`src/rtl/cal_field_counter.sv`:
```
`default_nettype none
// ============================================================================
//  Module      : cal_field_counter
//  Description : Generic calendar field counter (sec/min/hour/day/month/year).
//                Run mode counts on carry_in_i and wraps at the effective
//                maximum. Setup mode steps up or down on tick_i and wraps in
//                both directions. A runtime bound (max_dyn_i) clamps the
//                value. The block raises one-cycle carry_out_o and changed_o
//                pulses.
//  Revision    : 1.0  initial release
// ============================================================================
module cal_field_counter #(
    parameter int WIDTH   = 7,
    parameter int MIN_VAL = 0,
    parameter int MAX_VAL = 99,
    parameter int RST_VAL = 25
) (
    input  logic             clk,
    input  logic             rst,          // synchronous, active-low
    input  logic             display_i,    // 0 = run, 1 = setup
    input  logic             setup_en_i,
    input  logic             inc_dec_i,    // 1 = +1, 0 = -1
    input  logic             tick_i,
    input  logic             carry_in_i,
    input  logic [WIDTH-1:0] max_dyn_i,
    output logic [WIDTH-1:0] value_o,
    output logic             carry_out_o,
    output logic             changed_o
);

    localparam logic [WIDTH-1:0] MIN_W = WIDTH'(MIN_VAL);
    localparam logic [WIDTH-1:0] MAX_W = WIDTH'(MAX_VAL);
    localparam logic [WIDTH-1:0] RST_W = WIDTH'(RST_VAL);
    localparam logic [WIDTH-1:0] ONE_W = WIDTH'(1);

    localparam logic [1:0] ST_RUN  = 2'd0;
    localparam logic [1:0] ST_SET  = 2'd1;
    localparam logic [1:0] ST_EXIT = 2'd2;

    logic [1:0]       state_q, state_d;
    logic [WIDTH-1:0] value_q, value_d;
    logic [WIDTH-1:0] snap_q, snap_d;
    logic             carry_out_q, carry_out_d;
    logic             changed_q, changed_d;

    logic [WIDTH-1:0] w_cap;
    logic [WIDTH-1:0] w_emax;
    logic             w_step;
    logic             w_run_inc;

    // Effective maximum: the runtime bound capped at MAX_VAL and floored at MIN_VAL
    always_comb begin
        w_cap  = (max_dyn_i > MAX_W) ? MAX_W : max_dyn_i;
        w_emax = (w_cap < MIN_W) ? MIN_W : w_cap;
    end

    // Mode state register
    always_ff @(posedge clk) begin
        if (!rst) begin
            state_q <= ST_RUN;
        end else begin
            state_q <= state_d;
        end
    end

    // Mode transitions: RUN -> SET on display, SET -> EXIT on release, EXIT lasts one cycle
    always_comb begin
        state_d = state_q;
        case (state_q)
            ST_RUN:  state_d = display_i ? ST_SET : ST_RUN;
            ST_SET:  state_d = display_i ? ST_SET : ST_EXIT;
            ST_EXIT: state_d = ST_RUN;
            default: state_d = ST_RUN;
        endcase
    end

    // Next value and pulse outputs; a setup step takes precedence, then a run increment, then clamping
    always_comb begin
        value_d     = value_q;
        snap_d      = snap_q;
        carry_out_d = 1'b0;
        changed_d   = 1'b0;
        w_step      = (state_q == ST_SET) && setup_en_i && tick_i;
        w_run_inc   = (state_q == ST_RUN) && carry_in_i;

        if (w_step) begin
            if (inc_dec_i) begin
                value_d = (value_q >= w_emax) ? MIN_W : value_q + ONE_W;
            end else begin
                value_d = (value_q <= MIN_W) ? w_emax : value_q - ONE_W;
            end
        end else if (w_run_inc) begin
            if (value_q >= w_emax) begin
                value_d     = MIN_W;
                carry_out_d = 1'b1;
            end else begin
                value_d = value_q + ONE_W;
            end
        end else if (value_q > w_emax) begin
            value_d = w_emax;
        end

        // Capture the value seen on the setup-entry edge for the later comparison
        if ((state_q == ST_RUN) && (state_d == ST_SET)) begin
            snap_d = value_q;
        end

        // changed_o is registered on the edge into EXIT so it is high during EXIT only
        if ((state_q == ST_SET) && (state_d == ST_EXIT)) begin
            changed_d = (value_d != snap_q);
        end
    end

    // Datapath registers
    always_ff @(posedge clk) begin
        if (!rst) begin
            value_q     <= RST_W;
            snap_q      <= RST_W;
            carry_out_q <= 1'b0;
            changed_q   <= 1'b0;
        end else begin
            value_q     <= value_d;
            snap_q      <= snap_d;
            carry_out_q <= carry_out_d;
            changed_q   <= changed_d;
        end
    end

    assign value_o     = value_q;
    assign carry_out_o = carry_out_q;
    assign changed_o   = changed_q;

endmodule
`default_nettype wire
```
`config.mk`:
```
export PLATFORM = sky130hd
export DESIGN_NAME = cal_field_counter
export DESIGN_NICKNAME = d
export VERILOG_FILES = /design/src/rtl/cal_field_counter.sv
export SDC_FILE = /design/constraint.sdc
export NUM_CORES = 1
export LEC_CHECK = 0
export CORE_UTILIZATION = 49
export CTS_CLUSTER_SIZE = 14
export DETAILED_ROUTE_END_ITERATION = 6
export GPL_TIMING_DRIVEN = 0
export PLACE_DENSITY = 0.77
export SETUP_SLACK_MARGIN = 0.15
export SLEW_MARGIN = 20
export SYNTH_ARGS = -nofsm -noshare
export SYNTH_HDL_FRONTEND = slang
export SYNTH_SLANG_ARGS = --single-unit
```
`constraint.sdc`:
```
create_clock -name clk -period 3.5 [get_ports clk]
set_input_delay 0.875 -clock clk [delete_from_list [all_inputs] [get_ports clk]]
set_output_delay 0.875 -clock clk [all_outputs]
set_load 0.01 [all_outputs]
```
==> results of run 1 <==
## repair_timing
action / 4_1_cts / 5_1_grt
setup buffers: 18 / 7
hold buffers: 0 / 0
endpoints found under the setup margin: 7 / 1
gates resized for setup: 34 / 20
pin swaps: 12 / 11
## cell families after synthesis
family                     Yosys count  share of synthesized area (%)
and+or+nand+nor                     80                           27.3
AOI/OAI and AO/OA                   47                           23.4
buffers and inverters               15                           5.48
DFF                                 18                           22.9
muxes                                5                           3.58
adders and majority gates           10                           7.95
xor gates and xnor gates            16                           9.38
## report_power, final
group | total [uW] | leakage (uW) | internal (uW) | switching, uW
logic | 485 | 0.000757 | 241 | 244
clock network | 131 | 0.0000210 | 63.7 | 67.7
registers | 251 | 0.000147 | 223 | 28.6
total | 867 | 0.000925 | 528 | 340
## layout make-up
type,instances,area [um2],area share (%)
Inverter,8,30.0,1.35
Multi-Input combinational cell,158,1270,57.1
Clock buffer,4,36.3,1.63
Timing Repair Buffer,47,414,18.6
Sequential cell,18,360,16.2
Buffer,7,60.1,2.69
Tap cell,44,55.1,2.47
## how the worst max path moves through the flow
stage                             from                   end
after floorplan           max_dyn_i[4]  changed_o$_SDFF_PN0_
after global placement    max_dyn_i[3]  changed_o$_SDFF_PN0_
after detailed placement  max_dyn_i[3]  changed_o$_SDFF_PN0_
after CTS                 max_dyn_i[0]  changed_o$_SDFF_PN0_
after global routing      max_dyn_i[5]  changed_o$_SDFF_PN0_
final                     max_dyn_i[2]  changed_o$_SDFF_PN0_
## worst max-delay path, stage by stage
cell                        delay, ns
sky130_fd_sc_hd__buf_4           0.13
sky130_fd_sc_hd__o311ai_4        0.34
sky130_fd_sc_hd__buf_4           0.17
sky130_fd_sc_hd__nor2b_4         0.17
sky130_fd_sc_hd__ha_4            0.22
sky130_fd_sc_hd__nand2_1         0.07
sky130_fd_sc_hd__o21a_1          0.17
sky130_fd_sc_hd__o21ai_2         0.09
sky130_fd_sc_hd__buf_6           0.15
sky130_fd_sc_hd__buf_4           0.14
sky130_fd_sc_hd__a211oi_1        0.31
sky130_fd_sc_hd__nor2_2          0.09
sky130_fd_sc_hd__xnor2_1         0.17
sky130_fd_sc_hd__a2111oi_2       0.36
sky130_fd_sc_hd__a21boi_1        0.10
## sequential cells by signal (all words and copies together), names as in the netlist
signal / flops
state_q: 2
value_o: 7
snap_q: 7
carry_out_o: 1
changed_o: 1
## stage by stage
| stage | cells | setup WS (ns) | hold slack, ns | setup TNS, ns |
|---|---|---|---|---|
| after CTS | 279 | 0.169 | 0.493 | 0 |
| after floorplan | 191 | 0.157 | 0.455 | 0 |
| after detailed placement | 257 | -0.890 | 0.479 | -2.93 |
| after global routing | 286 | 0.0405 | 0.534 | 0 |
| after global placement | 257 | -0.832 | 0.463 | -2.58 |
| final | 286 | 0.127 | 0.493 | 0 |
## routing by layer
layer	global-route usage [%]	vias up	wire length (um)
li1	-	801	-
met1	35.5	856	2010
met2	52.9	125	2620
met3	7.25	39	547
met4	16.3	0	303
met5	0	-	0
## cells in the final DEF (no fill, tap or decap), types with 3 or more instances in the layout
cell type                         instances
sky130_fd_sc_hd__xor2_1                   4
sky130_fd_sc_hd__a21oi_1                  6
sky130_fd_sc_hd__inv_1                    8
sky130_fd_sc_hd__and3_1                   3
sky130_fd_sc_hd__nor2_1                   5
sky130_fd_sc_hd__a21boi_0                 4
sky130_fd_sc_hd__xnor2_1                 10
sky130_fd_sc_hd__nand2_1                 32
sky130_fd_sc_hd__dfxtp_1                 18
sky130_fd_sc_hd__nand3_1                  5
sky130_fd_sc_hd__buf_6                    6
sky130_fd_sc_hd__clkdlybuf4s50_1         17
sky130_fd_sc_hd__o211ai_1                 3
sky130_fd_sc_hd__and2_1                   3
sky130_fd_sc_hd__ha_1                     8
sky130_fd_sc_hd__nor3_1                   4
sky130_fd_sc_hd__nand2b_1                 4
sky130_fd_sc_hd__clkbuf_4                 3
sky130_fd_sc_hd__a211oi_1                 4
sky130_fd_sc_hd__buf_4                   25
sky130_fd_sc_hd__mux2i_1                  3
==> results.md, run 1 <==
| Result | Value |
|:---|:---|
| Run status | finished, final reports clean |
| Die outline height | 58.7 um |
| Sequential cell area fraction in the yosys report | 22.9% |
| Layout filler cell count | 231 |
| Final Max Tran Viols | 0 |
| Largest voltage drop on the vdd net | 300 uV |
| FF+latch count, synth | 18 |
| Max-Slew Margin vs Limit | 49.1% |
| Hold path endpoint | snap_q[6]$_SDFFE_PN0P_ |
| Starting DRC count in detailed routing | 116 |
| Maximum number of pins on one net before global-route repair | 11 |
| Lkg Pwr | 0.000925 uW |
| Internal reg-to-reg setup slack | 0.65 ns |
| Hold Violations, Final | 0 |
| Post-synthesis area per instance | 8.24 um2 |
| Core utilization of the finished layout | 73.0% |
| Number of antenna violations at the first check in global routing | 0 |
| Unrepaired setup endpoints after global routing | yes |
| # nets final | 267 |
| Maximum level of the CTS H-tree | 1 |
| Maximum frequency from static timing analysis | 296 MHz |
| Count of synthesis-stage warnings from yosys | 0 |
| Crit end category | register |
| Clk Tree Root Cell | sky130_fd_sc_hd__clkbuf_4 |
| Total power per unit cell area | 389 nW/um2 |
| Kind of launch point of the worst setup path | input port |
| Class of the tightest hold or removal check | register to register |
| Clock insertion delay at the later pin of the skew report | 0.31 ns |
| Period utilization | 96.4% |
| Core box area | 3050 um2 |
| Length of the first detailed-routing pass in iterations | 5 |
| Detail-routed net length per standard cell | 19.2 um |
| Antenna violation net count after detailed routing | 0 |
| Last weighted congestion value of the routability-driven placer | 0.948 |
| Commonest cells in the synthesized netlist | sky130_fd_sc_hd__nand2_1, sky130_fd_sc_hd__dfxtp_1, sky130_fd_sc_hd__ha_1, sky130_fd_sc_hd__xnor2_1, sky130_fd_sc_hd__inv_1 |
| EDFF count, synth | 0 |
| Count of inserted antenna diode cells | 0 |
| Setup CP Type | input port to register |
| Area added between synthesis and finish | 41.7% |
| Top cells by area, synth | sky130_fd_sc_hd__dfxtp_1, sky130_fd_sc_hd__ha_1, sky130_fd_sc_hd__nand2_1 |
| Buffers on Ports | 22 |
| Capture point of the worst reg-to-reg path | changed_o$_SDFF_PN0_ |
| Clock Sink Count | 18 |
| Fraction of final layout cells with drive strength greater than 1 | 28.5% |
| RR Startpoint | value_o[0]$_SDFF_PN1_ |
| Half-perimeter wire length after detailed placement | 3430 um |
| Row count | 20 |
| Slew at the pin closest to its max-slew limit | 0.760 ns |
| Final total power | 867 uW |
| Worst setup skew after layout | 0.00539 ns |
| Data arrival time of the worst path | 3.57 ns |
| Number of vias per cell | 6.37 |
| Net Count, Synth | 215 |
| Cell variety after synth | 57 |
| Post-layout min period | 3.37 ns |
| Critical Path RT | 3.70 ns |
| Area after DPL | 1850 um2 |
| Die width | 58.7 um |
| Most instantiated library cell after synthesis | sky130_fd_sc_hd__nand2_1 |
| Worst hold path cell count | 2 |
| Clock tree from TritonCTS | built |
| Number of buffers on the longest clock path | 2 |
| Detailed-route DRC error count | 0 |
| Number of global-route vias before repair | 1697 |
| Top-area cell type share of the netlist area | 22.9% |
| Largest area contributor in the netlist | sky130_fd_sc_hd__dfxtp_1 |
| Combined area of all synthesized cells | 1570 um2 |
| Max-cap viol count | 0 |
| Starting Density | 51.6% |
| Top_reg_cell synth | sky130_fd_sc_hd__dfxtp_1 |
| DRT Wirelength | 5480 um |
| Async S/R FF share, synth | 0% |
| Die outline area | 3440 um2 |
| Post-Syn Instances | 191 |
| FF-to-FF path depth | 10 |
| Total via count in the routed design | 1821 |
| Top-Level Pins | 23 |
| GR Util All Layers | 30.8% |
| Crit-path max FO | 9 |
| Wire length of the first global-routing pass | 7880 um |
| Clock transition time at the flip-flop clock pins of the worst setup and hold paths | 0.10 ns |
| Setup violations, final | 0 |
| Overflow left after global routing | 0 |
| CTS buffer count | 3 |
| Post-route cell area | 2230 um2 |
| Hold path start | snap_q[6]$_SDFFE_PN0P_ |
(Power assumes the default switching activity.)
==> inputs of run 2 (changes only) <==
SLEW_MARGIN = default   (was 20)
==> results of run 2 <==
Same layout as run 1: the final DEF is identical, and so are final timing and power.
==> inputs of run 3 (changes only) <==
CORE_MARGIN = 5   (was default)
HOLD_SLACK_MARGIN = 0.03   (was default)
==> results.md, run 3 (same netlist as run 1, synthesis figures left out) <==
| Result | Value |
|:---|:---|
| Setup CP Type | input port to register |
| Last weighted congestion value of the routability-driven placer | 0.867 |
| Internal reg-to-reg setup slack | 0.61 ns |
| Starting Density | 51.1% |
| Core utilization of the finished layout | 72.0% |
| Slew at the pin closest to its max-slew limit | 0.685 ns |
| Overflow left after global routing | 0 |
| Setup violations, final | 0 |
| Crit-path max FO | 4 |
| Number of global-route vias before repair | 1811 |
| # nets final | 264 |
| Clock Sink Count | 18 |
| Number of vias per cell | 6.45 |
| Crit end category | register |
| Fraction of final layout cells with drive strength greater than 1 | 28.5% |
| Clock tree from TritonCTS | built |
| Detail-routed net length per standard cell | 20.0 um |
| Die outline height | 66.7 um |
| Maximum frequency from static timing analysis | 302 MHz |
| Total power per unit cell area | 396 nW/um2 |
| Hold Violations, Final | 0 |
| Commonest cells after routing, fill and taps aside | sky130_fd_sc_hd__nand2_1, sky130_fd_sc_hd__buf_4, sky130_fd_sc_hd__dfxtp_1 |
| CTS buffer count | 3 |
| Length of the first detailed-routing pass in iterations | 5 |
| Antenna violation net count after detailed routing | 0 |
| GR Util All Layers | 26.3% |
| Lkg Pwr | 0.000905 uW |
| Class of the tightest hold or removal check | register to register |
| Die width | 66.7 um |
| Worst setup skew after layout | 0.00130 ns |
| Max-Slew Margin vs Limit | 54.1% |
| Clk Tree Root Cell | sky130_fd_sc_hd__clkbuf_4 |
| DRT Wirelength | 5650 um |
| Top-Level Pins | 23 |
| Unrepaired setup endpoints after global routing | yes |
| Clock insertion delay at the later pin of the skew report | 0.29 ns |
| Starting DRC count in detailed routing | 202 |
| Core box area | 3080 um2 |
| Area added between synthesis and finish | 40.7% |
| Data arrival time of the worst path | 3.49 ns |
| Critical Path RT | 3.68 ns |
| Most common cell after layout, fill and taps aside | sky130_fd_sc_hd__nand2_1 |
| Final Worst Setup Slack | 0.188 ns |
| Count of inserted antenna diode cells | 0 |
| Row count | 20 |
| Setup slack after placement | -0.804 ns |
| Buffers on Ports | 22 |
| Clock transition time at the flip-flop clock pins of the worst setup and hold paths | 0.10 ns |
| Layout filler cell count | 239 |
| Number of buffers on the longest clock path | 2 |
| Die outline area | 4450 um2 |
| Final Max Tran Viols | 0 |
| Max-cap viol count | 0 |
| Number of antenna violations at the first check in global routing | 0 |
| Total via count in the routed design | 1824 |
| Largest voltage drop on the vdd net | 235 uV |
| Period utilization | 94.6% |
| Half-perimeter wire length after detailed placement | 3330 um |
| Post-route cell area | 2210 um2 |
| Post-layout min period | 3.31 ns |
| Maximum number of pins on one net before global-route repair | 11 |
| Wire length of the first global-routing pass | 8870 um |
| Run status | finished, final reports clean |
| Area after DPL | 1850 um2 |
| Kind of launch point of the worst setup path | input port |
| Maximum level of the CTS H-tree | 1 |
| Detailed-route DRC error count | 0 |
## run 3: cell types whose count changed in the layout (fill, tap and decap cells not counted), sizes merged
cell	before	now
buf	34	26
clkbuf	6	11
clkdlybuf4s15	1	0
o22ai	3	4
## run 3: report_power, final
group          total (uW)  switching, uW  internal (uW)  leakage, uW
clock                 126           62.9           63.4    0.0000210
combinational         498            253            245     0.000736
sequential            253           30.1            223     0.000147
## run 3: critical path: stages
cell and delay, ns:
sky130_fd_sc_hd__clkdlybuf4s50_1 0.39, sky130_fd_sc_hd__nand2b_1 0.20, sky130_fd_sc_hd__ha_4 0.20, sky130_fd_sc_hd__nand3b_1 0.21, sky130_fd_sc_hd__a21oi_4 0.29, sky130_fd_sc_hd__buf_12 0.14, sky130_fd_sc_hd__o22ai_4 0.09, sky130_fd_sc_hd__nor3_1 0.30
sky130_fd_sc_hd__a311oi_2 0.10, sky130_fd_sc_hd__xnor2_1 0.19, sky130_fd_sc_hd__a2111oi_2 0.39, sky130_fd_sc_hd__a21boi_1 0.11
## run 3: repair_timing
| action | in CTS | in global routing |
|---|---|---|
| pin swaps | 20 | 11 |
| setup endpoints to repair | 7 | 1 |
| gates resized for setup | 30 | 15 |
| hold buffers | 0 | 0 |
| gates cloned | 1 | 0 |
| buffers inserted | 18 | 3 |
## run 3: worst paths after layout
kind | start | end | cells past startpoint
hold reg to reg | snap_q[5]$_SDFFE_PN0P_ | snap_q[5]$_SDFFE_PN0P_ | 2
hold / removal | snap_q[5]$_SDFFE_PN0P_ | snap_q[5]$_SDFFE_PN0P_ | 2
setup / recovery | max_dyn_i[0] | changed_o$_SDFF_PN0_ | 12
setup reg to reg | value_o[0]$_SDFF_PN1_ | changed_o$_SDFF_PN0_ | 11
## run 3: cell type report
type	count	area (um2)	share of cell area (%)
sequential	18	360	16.3
inverter	8	30.0	1.36
tap	44	55.1	2.49
clock buffer	4	36.3	1.64
timing repair buffer	43	369	16.7
multi-input combinational	159	1300	58.9
buffer	7	60.1	2.71
## run 3: stage by stage
stage / hold WS (ns) / setup TNS [ns] / total power [uW] / instances
2_1_floorplan: 0.455 / 0 / 499 / 191
3_3_place_gp: 0.463 / -2.08 / 595 / 257
3_5_place_dp: 0.475 / -2.25 / 602 / 257
4_1_cts: 0.490 / 0 / 825 / 280
5_1_grt: 0.515 / 0 / 921 / 283
6_report: 0.489 / 0 / 877 / 283
## run 3: per-layer routing
| metal | vias up | track usage (%) | share of wire [%] | wire [um] |
|---|---|---|---|---|
| li1 | 802 | - | - | - |
| met1 | 838 | 30.8 | 36 | 2020 |
| met2 | 134 | 44.1 | 47 | 2660 |
| met3 | 50 | 5.73 | 9.8 | 554 |
| met4 | 0 | 14.5 | 7.3 | 412 |
| met5 | - | 0 | 0 | 0 |
